===== src/rtl/move_link_responder_if.sv =====
// Move-link bundle: received-byte strobe in; move strobe, reply line, status out.
// The slave modport is the responder's side; master is whoever drives the receiver side.
interface move_link_responder_if;
  logic       rx_ready;
  logic [7:0] rx_data;
  logic       move_valid;
  logic [7:0] move_out;
  logic       tx_out;
  logic       busy;
  logic [7:0] drop_count;

  modport master (
    output rx_ready,
    output rx_data,
    input  move_valid,
    input  move_out,
    input  tx_out,
    input  busy,
    input  drop_count
  );

  modport slave (
    input  rx_ready,
    input  rx_data,
    output move_valid,
    output move_out,
    output tx_out,
    output busy,
    output drop_count
  );
endinterface


===== src/rtl/move_link_responder.sv =====
// Range-checks received moves, strobes legal ones out 2 cycles after rx_ready and answers ACK/NAK on an 8N1 line.
// Strobes arriving while not IDLE are dropped and counted (saturating); ACK_ECHO_EN makes the ACK echo the move byte.
module move_link_responder #(
  parameter int unsigned DIVISOR   = 6771,
  parameter int unsigned BOARD_MAX = 8,
  parameter logic [7:0]  NAK_BYTE  = 8'hFF,
  parameter logic [7:0]  ACK_BYTE  = 8'h06
) (
  input  logic                  clk_in,
  input  logic                  rst_in,
  move_link_responder_if.slave  link
);

  localparam int TW = (DIVISOR > 1) ? $clog2(DIVISOR) : 1;
  localparam logic [TW-1:0] BIT_LAST = TW'(DIVISOR - 1);

  typedef enum logic [2:0] {
    IDLE  = 3'd0,
    CHECK = 3'd1,
    START = 3'd2,
    DATA  = 3'd3,
    STOP  = 3'd4
  } state_t;

  state_t        state, state_nxt;
  logic [TW-1:0] timer, timer_nxt;
  logic [2:0]    bit_idx, bit_idx_nxt;
  logic [7:0]    reply, reply_nxt;
  logic [7:0]    move_q, move_nxt;
  logic          mv_q, mv_nxt;
  logic          tx_q, tx_nxt;
  logic          busy_q, busy_nxt;
  logic [7:0]    drop_q, drop_nxt;
  logic          bit_done;
  logic          legal;
  logic [7:0]    ack_reply;

  assign bit_done = (timer == BIT_LAST);
  assign legal    = (32'(reply[7:4]) <= BOARD_MAX) && (32'(reply[3:0]) <= BOARD_MAX);

`ifdef ACK_ECHO_EN
  assign ack_reply = reply;
`else
  assign ack_reply = ACK_BYTE;
`endif

  always_comb begin
    state_nxt   = state;
    timer_nxt   = timer;
    bit_idx_nxt = bit_idx;
    reply_nxt   = reply;
    move_nxt    = move_q;
    mv_nxt      = 1'b0;
    drop_nxt    = drop_q;

    if (link.rx_ready && (state != IDLE) && (drop_q != 8'hFF))
      drop_nxt = drop_q + 8'd1;

    case (state)
      IDLE: begin
        if (link.rx_ready) begin
          reply_nxt = link.rx_data;
          state_nxt = CHECK;
        end
      end
      CHECK: begin
        timer_nxt   = '0;
        bit_idx_nxt = 3'd0;
        state_nxt   = START;
        if (legal) begin
          move_nxt  = reply;
          mv_nxt    = 1'b1;
          reply_nxt = ack_reply;
        end else begin
          reply_nxt = NAK_BYTE;
        end
      end
      START: begin
        if (bit_done) begin
          timer_nxt = '0;
          state_nxt = DATA;
        end else begin
          timer_nxt = timer + 1'b1;
        end
      end
      DATA: begin
        if (bit_done) begin
          timer_nxt   = '0;
          bit_idx_nxt = bit_idx + 3'd1;
          if (bit_idx == 3'd7)
            state_nxt = STOP;
        end else begin
          timer_nxt = timer + 1'b1;
        end
      end
      STOP: begin
        if (bit_done) begin
          timer_nxt = '0;
          state_nxt = IDLE;
        end else begin
          timer_nxt = timer + 1'b1;
        end
      end
      default: begin
        state_nxt = IDLE;
        timer_nxt = '0;
      end
    endcase

    // Line level is computed from the next state so tx_out stays a plain register.
    case (state_nxt)
      START:   tx_nxt = 1'b0;
      DATA:    tx_nxt = reply_nxt[bit_idx_nxt];
      default: tx_nxt = 1'b1;
    endcase

    busy_nxt = (state_nxt != IDLE);
  end

  always_ff @(posedge clk_in or negedge rst_in) begin
    if (!rst_in) begin
      state   <= IDLE;
      timer   <= '0;
      bit_idx <= 3'd0;
      reply   <= 8'h00;
      move_q  <= 8'h00;
      mv_q    <= 1'b0;
      tx_q    <= 1'b1;
      busy_q  <= 1'b0;
      drop_q  <= 8'h00;
    end else begin
      state   <= state_nxt;
      timer   <= timer_nxt;
      bit_idx <= bit_idx_nxt;
      reply   <= reply_nxt;
      move_q  <= move_nxt;
      mv_q    <= mv_nxt;
      tx_q    <= tx_nxt;
      busy_q  <= busy_nxt;
      drop_q  <= drop_nxt;
    end
  end

  assign link.move_valid = mv_q;
  assign link.move_out   = move_q;
  assign link.tx_out     = tx_q;
  assign link.busy       = busy_q;
  assign link.drop_count = drop_q;

endmodule


===== src/flat_wrapper.sv =====
// flat-port wrapper written by rule: the top's interface ports become plain ports
module move_link_responder_flat 
#(
  parameter int unsigned DIVISOR   = 6771,
  parameter int unsigned BOARD_MAX = 8,
  parameter logic [7:0]  NAK_BYTE  = 8'hFF,
  parameter logic [7:0]  ACK_BYTE  = 8'h06
)
  (clk_in, rst_in, link_rx_ready, link_rx_data, link_move_valid, link_move_out, link_tx_out, link_busy, link_drop_count);
  move_link_responder_if link_i ();
  input  logic clk_in;
  input  logic rst_in;
  input wire logic [$bits(link_i.rx_ready)-1:0] link_rx_ready;
  input wire logic [$bits(link_i.rx_data)-1:0] link_rx_data;
  output wire logic [$bits(link_i.move_valid)-1:0] link_move_valid;
  output wire logic [$bits(link_i.move_out)-1:0] link_move_out;
  output wire logic [$bits(link_i.tx_out)-1:0] link_tx_out;
  output wire logic [$bits(link_i.busy)-1:0] link_busy;
  output wire logic [$bits(link_i.drop_count)-1:0] link_drop_count;
  assign link_i.rx_ready = link_rx_ready;
  assign link_i.rx_data = link_rx_data;
  assign link_move_valid = link_i.move_valid;
  assign link_move_out = link_i.move_out;
  assign link_tx_out = link_i.tx_out;
  assign link_busy = link_i.busy;
  assign link_drop_count = link_i.drop_count;
  move_link_responder #(.DIVISOR(DIVISOR), .BOARD_MAX(BOARD_MAX), .NAK_BYTE(NAK_BYTE), .ACK_BYTE(ACK_BYTE)) u_core (.clk_in(clk_in), .rst_in(rst_in), .link(link_i));
endmodule

===== config.mk =====
export PLATFORM = sky130hd
export DESIGN_NAME = move_link_responder_flat
export DESIGN_NICKNAME = d
export VERILOG_FILES = /design/src/rtl/move_link_responder_if.sv /design/src/rtl/move_link_responder.sv /design/src/flat_wrapper.sv
export SDC_FILE = /design/constraint.sdc
export NUM_CORES = 1
export LEC_CHECK = 0
export CAP_MARGIN = 10
export CORE_ASPECT_RATIO = 1.2
export CORE_MARGIN = 10
export CORE_UTILIZATION = 40
export CTS_CLUSTER_DIAMETER = 150
export DETAILED_ROUTE_END_ITERATION = 8
export GPL_ROUTABILITY_DRIVEN = 0
export MAX_ROUTING_LAYER = met4
export PLACE_DENSITY = 0.63
export SKIP_CTS_REPAIR_TIMING = 1
export SYNTH_ARGS = -nofsm -noshare
export SYNTH_HDL_FRONTEND = slang
export SYNTH_SLANG_ARGS = --single-unit
export TNS_END_PERCENT = 20

===== constraint.sdc =====
create_clock -name clk_in -period 2.35 [get_ports clk_in]
set_input_delay 0.235 -clock clk_in [delete_from_list [all_inputs] [get_ports clk_in]]
set_output_delay 0.235 -clock clk_in [all_outputs]
set_load 0.02 [all_outputs]

### After elaboration in Yosys (flattened, before gate mapping)

Index checks and enable logic that the tools add are counted.

* output and inout bits: 19
* input port bits: 11
* register bits after elaboration: 46
* word-level logic and storage cells: 50

* eq/ne operators: 9
* magnitude comparators: 3
* add/sub/neg operators: 3
* multiplexer cells: 18
* reduce and logical (&&, ||, !) cells: 8

Operator list (count)
* one-hot mux 13 bit (2 select lines): 1
* 2-to-1 mux 3 bit: 6
* 2-to-1 mux 8 bit: 2
* one-hot mux 8 bit (2 select lines): 1
* one-hot mux 3 bit (5 select lines): 1
* adder 13 x 1 -> 13 bit, second input constant: 1
* == test 13 bit, second input constant: 1
* 2-to-1 mux 13 bit: 1
* == test 3 x 2 -> 1 bit, second input constant: 4
* adder 8 x 1 -> 8 bit, second input constant: 1
* <= comparator 4 bit, second input constant: 2
* inequality test 8 bit, second input constant: 1
* == test 3 bit, second input constant: 2
* one-hot mux 3 bit (2 select lines): 1
* nonzero test 3 bit: 2
* less-than comparator 3 x 4 -> 1 bit, second input constant: 1
* adder 3 x 1 -> 3 bit, second input constant: 1
* binary-select mux 1 bit (select 3 bit): 1
* == test 3 x 1 -> 1 bit, second input constant: 1
* logical AND 1 bit: 3
* logical NOT 3 bit: 1
* 2-to-1 mux 1 bit: 3
* OR reduction 3 bit: 1
* one-hot mux 1 bit (2 select lines): 1
* AND reduction 2 bit: 1

### Longest topological paths before layout

Gate-level depths: netlist of the first run.

* depth after elaboration: 7
* depth in mapped cells: 10
* depth with buffers taken out: 9

### Worst setup path before layout of the first run

Ideal clock, no wire load.

* path type: register to register
* start point: reg u_core.timer[3]
* end point: reg u_core.tx_q (netlist: u_core.link.tx_out)
* required time: 2278 ps
* period minus slack after synthesis: 2470 ps
* setup slack: -120 ps
* library setup time: 72 ps
* data arrival time: 2398 ps
* stages on the path, launching flop included: 9
* buffers on the path: 1
* cells stage by stage: dfrtp_1 or4b_4 or3_1 buf_6 o311ai_4 mux2i_1 a22oi_2 o211a_1 o21ai_1

* cells in the longest elaborated chain, start to end: 6
* elaborated cells between the ends (all ways): 12
* those cells by class: eq/ne: 3; mux: 9

Ends and longest elaborated chain
* from (decl): RTL line move_link_responder.sv:26 `logic [TW-1:0] timer, timer_nxt;`
* from (signal assigned): RTL line move_link_responder.sv:133 `timer <= timer_nxt;`
* == test 13 bit: RTL line move_link_responder.sv:38 `assign bit_done = (timer == BIT_LAST);`
* 2-to-1 mux 3 bit: RTL line move_link_responder.sv:87 `if (bit_done) begin`
* one-hot mux 3 bit (2 select lines): RTL line move_link_responder.sv:59 `case (state)`
* net u_core.bit_idx_nxt[0]: RTL line move_link_responder.sv:27 `logic [2:0] bit_idx, bit_idx_nxt;`
* binary-select mux 1 bit (select 3 bit): RTL line move_link_responder.sv:113 `DATA: tx_nxt = reply_nxt[bit_idx_nxt];`
* 2-to-1 mux 1 bit (implied by the code): RTL line move_link_responder.sv:113
* one-hot mux 1 bit (2 select lines): RTL line move_link_responder.sv:111 `case (state_nxt)`
* net u_core.tx_nxt: RTL line move_link_responder.sv:31 `logic tx_q, tx_nxt;`
* to (signal assigned): RTL line move_link_responder.sv:138 `tx_q <= tx_nxt;`
* to (decl): RTL line move_link_responder.sv:31

The timed path passes the listed nets, and every way through them passes these cells. The select of a mux whose other input is x is not followed.
A chain may end at the register's enable or synchronous reset.

### Worst setup path in the final report of the first run

* start point: reg u_core.timer[10]
* end point: reg u_core.tx_q (netlist: u_core.link.tx_out)

Same word-level chain as after synthesis.

==> results.json, run 1 <==
{
  "wl_per_cell_um": 14.7,
  "netlist_top_cells_count": "45 x dfrtp_1, 21 x o21ai_0, 17 x nand2_1",
  "antenna_cells": 0,
  "synthArstFlopShare_pct": 100,
  "finalClockSkew_ns": 0.00795,
  "drt_wl_total_mm": 5.52,
  "die_w_um": 90.8,
  "syn_inst": 239,
  "crit_slowest_cell": "or4bb_4",
  "synthesis.area_um2": 2410,
  "grt_pass1_wl_mm": 9.29,
  "rsz0062_at_grt": "true",
  "cts_buffers": 5,
  "syn_nets": 255,
  "hold_class": "input pin to async pin",
  "worstReg2RegEnd": "u_core.link.tx_out$_DFF_PN1_",
  "critical_path.startpoint": "u_core.timer[10]$_DFFE_PN0N_",
  "failed_checks": "setup timing",
  "initial_utilization_pct": 41.9,
  "crit_type": "register to register",
  "num_rows": 30,
  "tightest_slew_ns": 0.479,
  "p_per_area_nw_per_um2": 728,
  "met3_usage_pct": 3.01,
  "synth_top_area_share_pct": 46.8,
  "slew_viol_final": 0,
  "worst-path-max-fanout": 6,
  "leakage_uw": 0.00133,
  "yosysMostFrequentCell": "dfrtp_1",
  "instances_no_fill": 375,
  "yosys-top-cells-area": "dfrtp_1 47%, o21ai_0 4.4%, mux2_2 3.7%, nand3_1 2.9%, nand2_1 2.6%",
  "antenna_found_initial": 0,
  "grt-busiest-layer": "met2",
  "synth_area_leader_cell": "dfrtp_1",
  "grt_max_degree": 23,
  "cp.arrival_ns": 2.66,
  "slowest_delay_ns": 0.54,
  "detail_route.first_pass.iterations": 4,
  "cts_tree": "done",
  "placedCellCount": 364,
  "crit_path_end_kind": "register",
  "power.total_uw": 2250,
  "detail_route.drc_violations": 0,
  "port_buffers": 29,
  "clock-sinks": 46,
  "reg2reg_depth": 7,
  "yosys_register_bits": 46,
  "crit_end": "u_core.link.tx_out$_DFF_PN1_",
  "cp.depth": 7,
  "vias_per_cell": 5.28,
  "fin_util_pct": 53.8,
  "cts.clk_slew.worst_paths_ns": 0.09,
  "syn_to_final_growth_pct": 28.4,
  "ys_seq_area_share_pct": 47.8,
  "initialDrtViolationCount": 83,
  "crit_buf_inv": 1,
  "die_h_um": 105,
  "yosysWarnings": 0,
  "nets": 310,
  "cts.root.buffer_cell": "clkbuf_8",
  "fin_ws_ns": -0.0972,
  "maxCapViolations": 0,
  "synthDistinctLibCells": 51,
  "min_period_ns": 2.45,
  "first_global_vias": 1964,
  "die_area_um2": 9540,
  "synth_edf_count": 0,
  "htreeDepth": 2,
  "dp_hpwl_mm": 4.13,
  "status": "complete, but fails checks",
  "critPathLaunchType": "register",
  "synth_area_per_cell_um2": 10.1,
  "met1_usage_pct": 13.6,
  "layout-drive-gt1-share_pct": 21.0,
  "use_met2_pct": 19.9,
  "ioPinCount": 30,
  "slew_headroom_pct": 68.1,
  "hold_viol": 0,
  "max_freq_mhz": 409,
  "grt_overflow": 0,
  "vias": 1981,
  "min_period_over_period_pct": 104,
  "rrSetupSlack_ns": -0.1,
  "cpLargestDelayFamily": "simple AND/OR/NAND/NOR gates",
  "ys.flop_type": "dfrtp_1",
  "setup_viol": 1,
  "peakVddDrop_mv": 0.596,
  "core-area_um2": 5740,
  "crit_required_ns": 2.57,
  "r2r_start": "u_core.timer[10]$_DFFE_PN0N_",
  "clock_path_buffers": 2,
  "postRouteAntennaNets": 0,
  "path_cells": "or4bb_4 -> or3_4 -> o311ai_4 -> buf_4 -> mux2i_1 -> o211a_1 -> o21ai_1",
  "worstSkewPairLatency_ns": 0.30,
  "grtUsageTotal_pct": 12.0
}
## cell usage in the layout, fill, tap and decap left out, types with 6 or more instances in the layout
master,n
xnor2_1,6
dfrtp_1,44
and3_1,8
buf_4,28
inv_1,8
o21ai_0,21
nand2_1,16
nand3_1,14
nor2_1,16
a31oi_1,7
clkdlybuf4s50_1,28
mux2_2,8
## layer usage
metal | vias up | share of wire, %
met1 | 954 | 44
met5 | - | 0
met2 | 41 | 51
met3 | 6 | 2.9
met4 | 0 | 1.5
li1 | 980 | -
## cell type report
type	count	area, um^2
repair buffers	59	526
fillers	517	2650
inverters	8	30.0
well taps	80	100
flip-flops and latches	46	1150
clock buffers	5	68.8
multi-input cells	174	1190
clock inverters	3	21.3
## worst min-delay path by stage
stage / from / endpoint / slack, ns / depth (start not counted)
after floorplan: rst_in / u_core.bit_idx[0]$_DFF_PN0_ / -0.06 / 0
after global placement: rst_in / u_core.link.move_out[7]$_DFFE_PN0P_ / 0.22 / 1
after detailed placement: rst_in / u_core.link.move_out[7]$_DFFE_PN0P_ / 0.22 / 1
after CTS: rst_in / u_core.link.move_out[7]$_DFFE_PN0P_ / -0.11 / 1
after global routing: rst_in / u_core.link.move_out[7]$_DFFE_PN0P_ / 0.44 / 2
final: rst_in / u_core.link.move_out[7]$_DFFE_PN0P_ / 0.42 / 2
## registers in the layout, indices dropped and copies added (netlist names)
signal / count
u_core.bit_idx: 3
u_core.link.busy: 1
u_core.link.drop_count: 8
u_core.link.move_out: 8
u_core.link.move_valid: 1
u_core.link.tx_out: 1
u_core.reply: 8
u_core.state: 3
u_core.timer: 13
## cell families (layout without fill, tap and decap cells)
family,after synthesis,count (layout),synth area share [%]
AO/OA/AOI/OAI,58,58,16.5
XOR/XNOR,9,9,3.27
adder cells (fa/ha/maj),5,5,2.60
buffers and inverters,19,75,3.58
flip-flops,46,46,47.8
multiplexers,13,13,5.82
AND/OR/NAND/NOR,89,89,20.4
## stage by stage
| stage | setup TNS, ns | area (um^2) | setup WS [ns] | hold slack, ns |
|---|---|---|---|---|
| detailed placement | -0.119 | 2960 | -0.119 | 0.219 |
| global route | -0.194 | 3090 | -0.194 | 0.438 |
| CTS | -0.139 | 3050 | -0.139 | -0.110 |
| global placement | -0.0841 | 2960 | -0.0841 | 0.221 |
| finish | -0.0972 | 3090 | -0.0972 | 0.417 |
| floorplan | -0.0703 | 2410 | -0.0703 | -0.0606 |
## where the power goes
group          switching (uW)  internal [uW]
clock                     285            209
sequential                122            924
combinational             343            369
No activity file was read; power rests on OpenSTA's default activity.
==> run 2, diff against run 1 <==
- CORE_UTILIZATION: 40 -> 25
- PLACE_DENSITY: 0.63 -> 0.44
==> run 2 against run 1 <==
The run still ends with setup timing left. Clock power increased by 93%. Combinational power decreased by 2%. Worst hold slack improved by 0.025 ns. Highest routed layer unchanged. First-iteration DRC count decreased by 17%. Critical path depth unchanged.
==> results.json, run 2 (same netlist as run 1, synthesis figures left out) <==
{
  "crit_required_ns": 2.57,
  "clock-sinks": 46,
  "p_clk_share_pct": 35.3,
  "placedCellCount": 412,
  "critPathLaunchType": "register",
  "hold_viol": 0,
  "cpLargestDelayFamily": "simple AND/OR/NAND/NOR gates",
  "largest-register": "u_core.timer",
  "tightest_slew_ns": 0.450,
  "hold_class": "input pin to async pin",
  "die_h_um": 128,
  "detail_route.drc_violations": 0,
  "crit_slowest_cell": "or4bb_1",
  "placed_area_um2": 3040,
  "grt_overflow": 0,
  "switching_power_uw": 783,
  "vias": 1971,
  "die_w_um": 110,
  "seqPwrFrac_pct": 38.9,
  "rrSetupSlack_ns": -0.09,
  "met3_usage_pct": 1.71,
  "worst-path-max-fanout": 5,
  "crit_path_end_kind": "register",
  "layout-drive-gt1-share_pct": 20.7,
  "initialDrtViolationCount": 69,
  "path_cells": "or4bb_1 -> or3_4 -> o311ai_4 -> mux2i_1 -> nand3_1 -> o211a_1 -> o21ai_1",
  "clock_path_buffers": 2,
  "antenna_cells": 0,
  "crit_buf_inv": 0,
  "syn_to_final_growth_pct": 35.3,
  "cp.arrival_ns": 2.66,
  "max_freq_mhz": 410,
  "initial_utilization_pct": 25.4,
  "slew_headroom_pct": 70.0,
  "rsz0062_at_grt": "true",
  "vias_per_cell": 4.67,
  "min_period_ns": 2.44,
  "setup_viol": 1,
  "p_per_area_nw_per_um2": 829,
  "worstSkewPairLatency_ns": 0.29,
  "final_cell_mix": "45 x dfrtp_1, 33 x buf_4, 28 x clkdlybuf4s50_1, 20 x o21ai_0, 17 x nand2_1",
  "status": "complete, but fails checks",
  "crit_type": "register to register",
  "cts.clk_slew.worst_paths_ns": 0.07,
  "maxCapViolations": 0,
  "cts.root.buffer_cell": "clkbuf_16",
  "r2r_start": "u_core.timer[8]$_DFFE_PN0N_",
  "detail_route.first_pass.iterations": 6,
  "wl_per_cell_um": 14.6,
  "nets": 314,
  "postRouteAntennaNets": 0,
  "largest_register_ffs": 13,
  "comb_power_share_pct": 25.8,
  "slew_viol_final": 0,
  "final_cell_area_um2": 3260,
  "reg2reg_depth": 7,
  "cts_tree": "done",
  "port_buffers": 29,
  "peakVddDrop_mv": 0.507,
  "worstReg2RegEnd": "u_core.link.tx_out$_DFF_PN1_",
  "instances_no_fill": 422,
  "min_period_over_period_pct": 104,
  "power.total_uw": 2700,
  "num_rows": 39,
  "use_met2_pct": 15.4,
  "antenna_found_initial": 0,
  "fin_ws_ns": -0.0900,
  "dp_hpwl_mm": 4.62,
  "grtUsageTotal_pct": 9.45,
  "cts_buffers": 5,
  "failed_checks": "setup timing",
  "grt_pass1_wl_mm": 10.4,
  "core-area_um2": 9470,
  "leakage_uw": 0.00140,
  "p_int_uw": 1920,
  "met1_usage_pct": 11.8,
  "htreeDepth": 2,
  "ioPinCount": 30,
  "die_area_um2": 14000,
  "final_common_cell": "dfrtp_1",
  "slowest_delay_ns": 0.54,
  "first_global_vias": 2022,
  "swShare_pct": 29.0,
  "finalClockSkew_ns": 0.00731,
  "drt_wl_total_mm": 6.15,
  "grt-busiest-layer": "met2",
  "grt_max_degree": 20
}
[run 2: cell types whose count changed in the layout (fill, tap and decap cells not counted), moves of 2 or more]
cell       change
bufinv_16      +2
clkbuf_16      +5
clkbuf_8       -4
buf_4          +5
[run 2: worst max-delay path by stage]
stage | cells past startpoint | end | startpoint
2_1_floorplan | 8 | u_core.link.tx_out$_DFF_PN1_ | u_core.timer[3]$_DFFE_PN0N_
3_3_place_gp | 7 | u_core.link.tx_out$_DFF_PN1_ | u_core.timer[7]$_DFFE_PN0N_
3_5_place_dp | 7 | u_core.link.tx_out$_DFF_PN1_ | u_core.timer[7]$_DFFE_PN0N_
4_1_cts | 7 | u_core.link.tx_out$_DFF_PN1_ | u_core.timer[7]$_DFFE_PN0N_
5_1_grt | 7 | u_core.link.tx_out$_DFF_PN1_ | u_core.timer[8]$_DFFE_PN0N_
6_report | 7 | u_core.link.tx_out$_DFF_PN1_ | u_core.timer[8]$_DFFE_PN0N_
[run 2: power by group through the flow]
stage                     clock (uW)  sequential, uW  combinational (uW)
after detailed placement           0            1060                 703
final                            955            1050                 697
after global placement             0            1070                 700
after floorplan                    0            1140                 302
after global routing            1010            1080                 777
after CTS                        979            1050                 707
[run 2: layer usage]
layer | part of all wire (%) | vias to the layer above
li1 | - | 993
met1 | 47 | 943
met2 | 50 | 29
met3 | 2.0 | 6
met4 | 0.99 | 0
met5 | 0 | -
[run 2: final cells by class]
cell class	count	area [um^2]
clock buffer	6	139
clock inverter	2	60.1
timing repair buffer	63	543
tap	123	154
fill	996	6210
sequential	46	1150
multi-input combinational	174	1180
inverter	8	30.0
[run 2: stage by stage]
| stage | setup TNS, ns | utilization (%) | setup WS, ns | hold WS (ns) |
|---|---|---|---|---|
| final | -0.0900 | 34.4 | -0.0900 | 0.442 |
| after global routing | -0.270 | 34.4 | -0.268 | 0.506 |
| after CTS | -0.191 | 34.2 | -0.186 | -0.0991 |
| after detailed placement | -0.163 | 32.1 | -0.163 | 0.208 |
| after global placement | -0.107 | 32.1 | -0.107 | 0.210 |
| after floorplan | -0.0703 | - | -0.0703 | -0.0606 |
==> run 3, diff against run 2 <==
- CTS_BUF_LIST: unset -> sky130_fd_sc_hd__clkbuf_4 sky130_fd_sc_hd__clkbuf_8
- GPL_ROUTABILITY_DRIVEN: 0 -> unset
- SLEW_MARGIN: unset -> 20
==> run 3 against run 2 <==
Global-route usage about the same. Non-clock buffer count unchanged. Count of clock-buffer cells in the layout unchanged. Clock skew is 0.00073 ns lower. Highest routed layer unchanged. Final area fell by 1.7%. Critical path depth stayed put. Critical endpoint unchanged. Routed wire length fell by 0.73%. Utilization shrank 0.59 points. Die area unchanged. The flow still finishes with violations (setup timing). Clock power fell by 22%. Sequential power is essentially flat. Maximum frequency is 0.24% lower.
==> results.json, run 3 (same netlist as run 1, synthesis figures left out) <==
{
  "status": "complete, but fails checks",
  "failed_checks": "setup timing",
  "tightest_slew_ns": 0.447,
  "critPathLaunchType": "register",
  "cts_buffers": 5,
  "clock_path_buffers": 2,
  "initial_utilization_pct": 25.4,
  "setup_viol": 1,
  "hold_class": "input pin to async pin",
  "antenna_cells": 0,
  "leakage_uw": 0.00138,
  "largest-register": "u_core.timer",
  "final_common_cell": "dfrtp_1",
  "htreeDepth": 2,
  "die_w_um": 110,
  "min_period_over_period_pct": 104,
  "peakVddDrop_mv": 0.487,
  "crit_path_end_kind": "register",
  "grt_overflow": 0,
  "largest_register_ffs": 13,
  "crit_required_ns": 2.59,
  "slew_headroom_pct": 70.2,
  "rsz0062_at_grt": "true",
  "cts.root.buffer_cell": "clkbuf_8",
  "crit_type": "register to register",
  "worst-path-max-fanout": 5,
  "p_per_area_nw_per_um2": 778,
  "finalClockSkew_ns": 0.00658,
  "rrSetupSlack_ns": -0.1,
  "r2r_start": "u_core.timer[8]$_DFFE_PN0N_",
  "pre_cts_ws_ns": -0.163,
  "min_period_ns": 2.45,
  "cts_tree": "done",
  "register_area_um2": 1150,
  "drt_wl_total_mm": 6.10,
  "worstReg2RegEnd": "u_core.link.tx_out$_DFF_PN1_",
  "multi_input_area_um2": 1180,
  "die_area_um2": 14000,
  "detail_route.drc_violations": 0,
  "grt_pass1_wl_mm": 10.4,
  "vias_per_cell": 4.65,
  "place_congestion": 0.770,
  "grt_max_degree": 20,
  "fin_ws_ns": -0.0957,
  "wl_per_cell_um": 14.5,
  "clock-sinks": 46,
  "final_cell_mix": "45 x dfrtp_1, 33 x buf_4, 28 x clkdlybuf4s50_1, 20 x o21ai_0, 17 x nand2_1",
  "port_buffers": 29,
  "postRouteAntennaNets": 0,
  "crit_end": "u_core.link.tx_out$_DFF_PN1_",
  "maxCapViolations": 0,
  "detail_route.first_pass.iterations": 4,
  "cts.clk_slew.worst_paths_ns": 0.09,
  "antenna_found_initial": 0,
  "vias": 1962,
  "core-area_um2": 9470,
  "syn_to_final_growth_pct": 33.0,
  "ioPinCount": 30,
  "first_global_vias": 1996,
  "tns_ns": -0.0957,
  "max_freq_mhz": 409,
  "die_h_um": 128,
  "worstSkewPairLatency_ns": 0.30,
  "slew_viol_final": 0,
  "num_rows": 39,
  "placedCellCount": 412,
  "reg2reg_depth": 7,
  "initialDrtViolationCount": 72,
  "hold_viol": 0,
  "fill_cells": 1000,
  "nets": 314,
  "critical_path.startpoint": "u_core.timer[8]$_DFFE_PN0N_",
  "fin_util_pct": 33.8,
  "grtUsageTotal_pct": 9.42,
  "layout-drive-gt1-share_pct": 20.7,
  "instances_no_fill": 422,
  "dp_hpwl_mm": 4.62,
  "cp.arrival_ns": 2.69
}
## run 3: changes by cell type in the layout (fill, tap and decap cells not counted)
cell / before / now
clkbuf_16: 5 / 0
clkbuf_8: 1 / 6
## run 3: worst min path at each step
stage | to | slack (ns)
global route | u_core.link.move_out[2]$_DFFE_PN0P_ | 0.47
CTS | u_core.link.move_out[2]$_DFFE_PN0P_ | -0.12
global placement | u_core.link.move_out[3]$_DFFE_PN0P_ | 0.21
finish | u_core.link.move_out[2]$_DFFE_PN0P_ | 0.42
floorplan | u_core.bit_idx[0]$_DFF_PN0_ | -0.06
detailed placement | u_core.link.move_out[1]$_DFFE_PN0P_ | 0.21
## run 3: area by class of cell
type / count / area share [%]
tap: 123 / 4.80
clock inverter: 2 / 1.88
inverter: 8 / 0.938
clock buffer: 6 / 2.58
sequential: 46 / 36.0
multi-input combinational: 174 / 36.9
timing repair buffer: 63 / 17.0
## run 3: stage by stage
step	hold WS [ns]	cell area, um^2	power [uW]
final	0.415	3200	2490
after global routing	0.474	3200	2660
after CTS	-0.123	3180	2530
after detailed placement	0.208	3040	1770
after global placement	0.210	3040	1770
after floorplan	-0.0606	2410	1440
## run 3: worst max-delay path, cell delays in order (launching register included)
cell	delay [ns]
dfrtp_1	0.38
or4bb_1	0.54
or3_4	0.45
o311ai_4	0.43
mux2i_1	0.25
nand3_1	0.09
o211a_1	0.13
o21ai_1	0.12
## run 3: routing by layer
metal / global-route usage [%] / part of all wire, % / vias up / routed length, um
met5: - / 0 / - / 0
li1: - / - / 992 / -
met4: 2.30 / 1.0 / 0 / 61
met3: 1.71 / 2.2 / 5 / 136
met2: 15.2 / 50 / 26 / 3030
met1: 11.9 / 47 / 939 / 2880
## run 3: power breakdown
group | switching [uW] | total (uW) | internal (uW)
combinational | 342 | 697 | 355
clock | 293 | 747 | 454
sequential | 125 | 1050 | 924
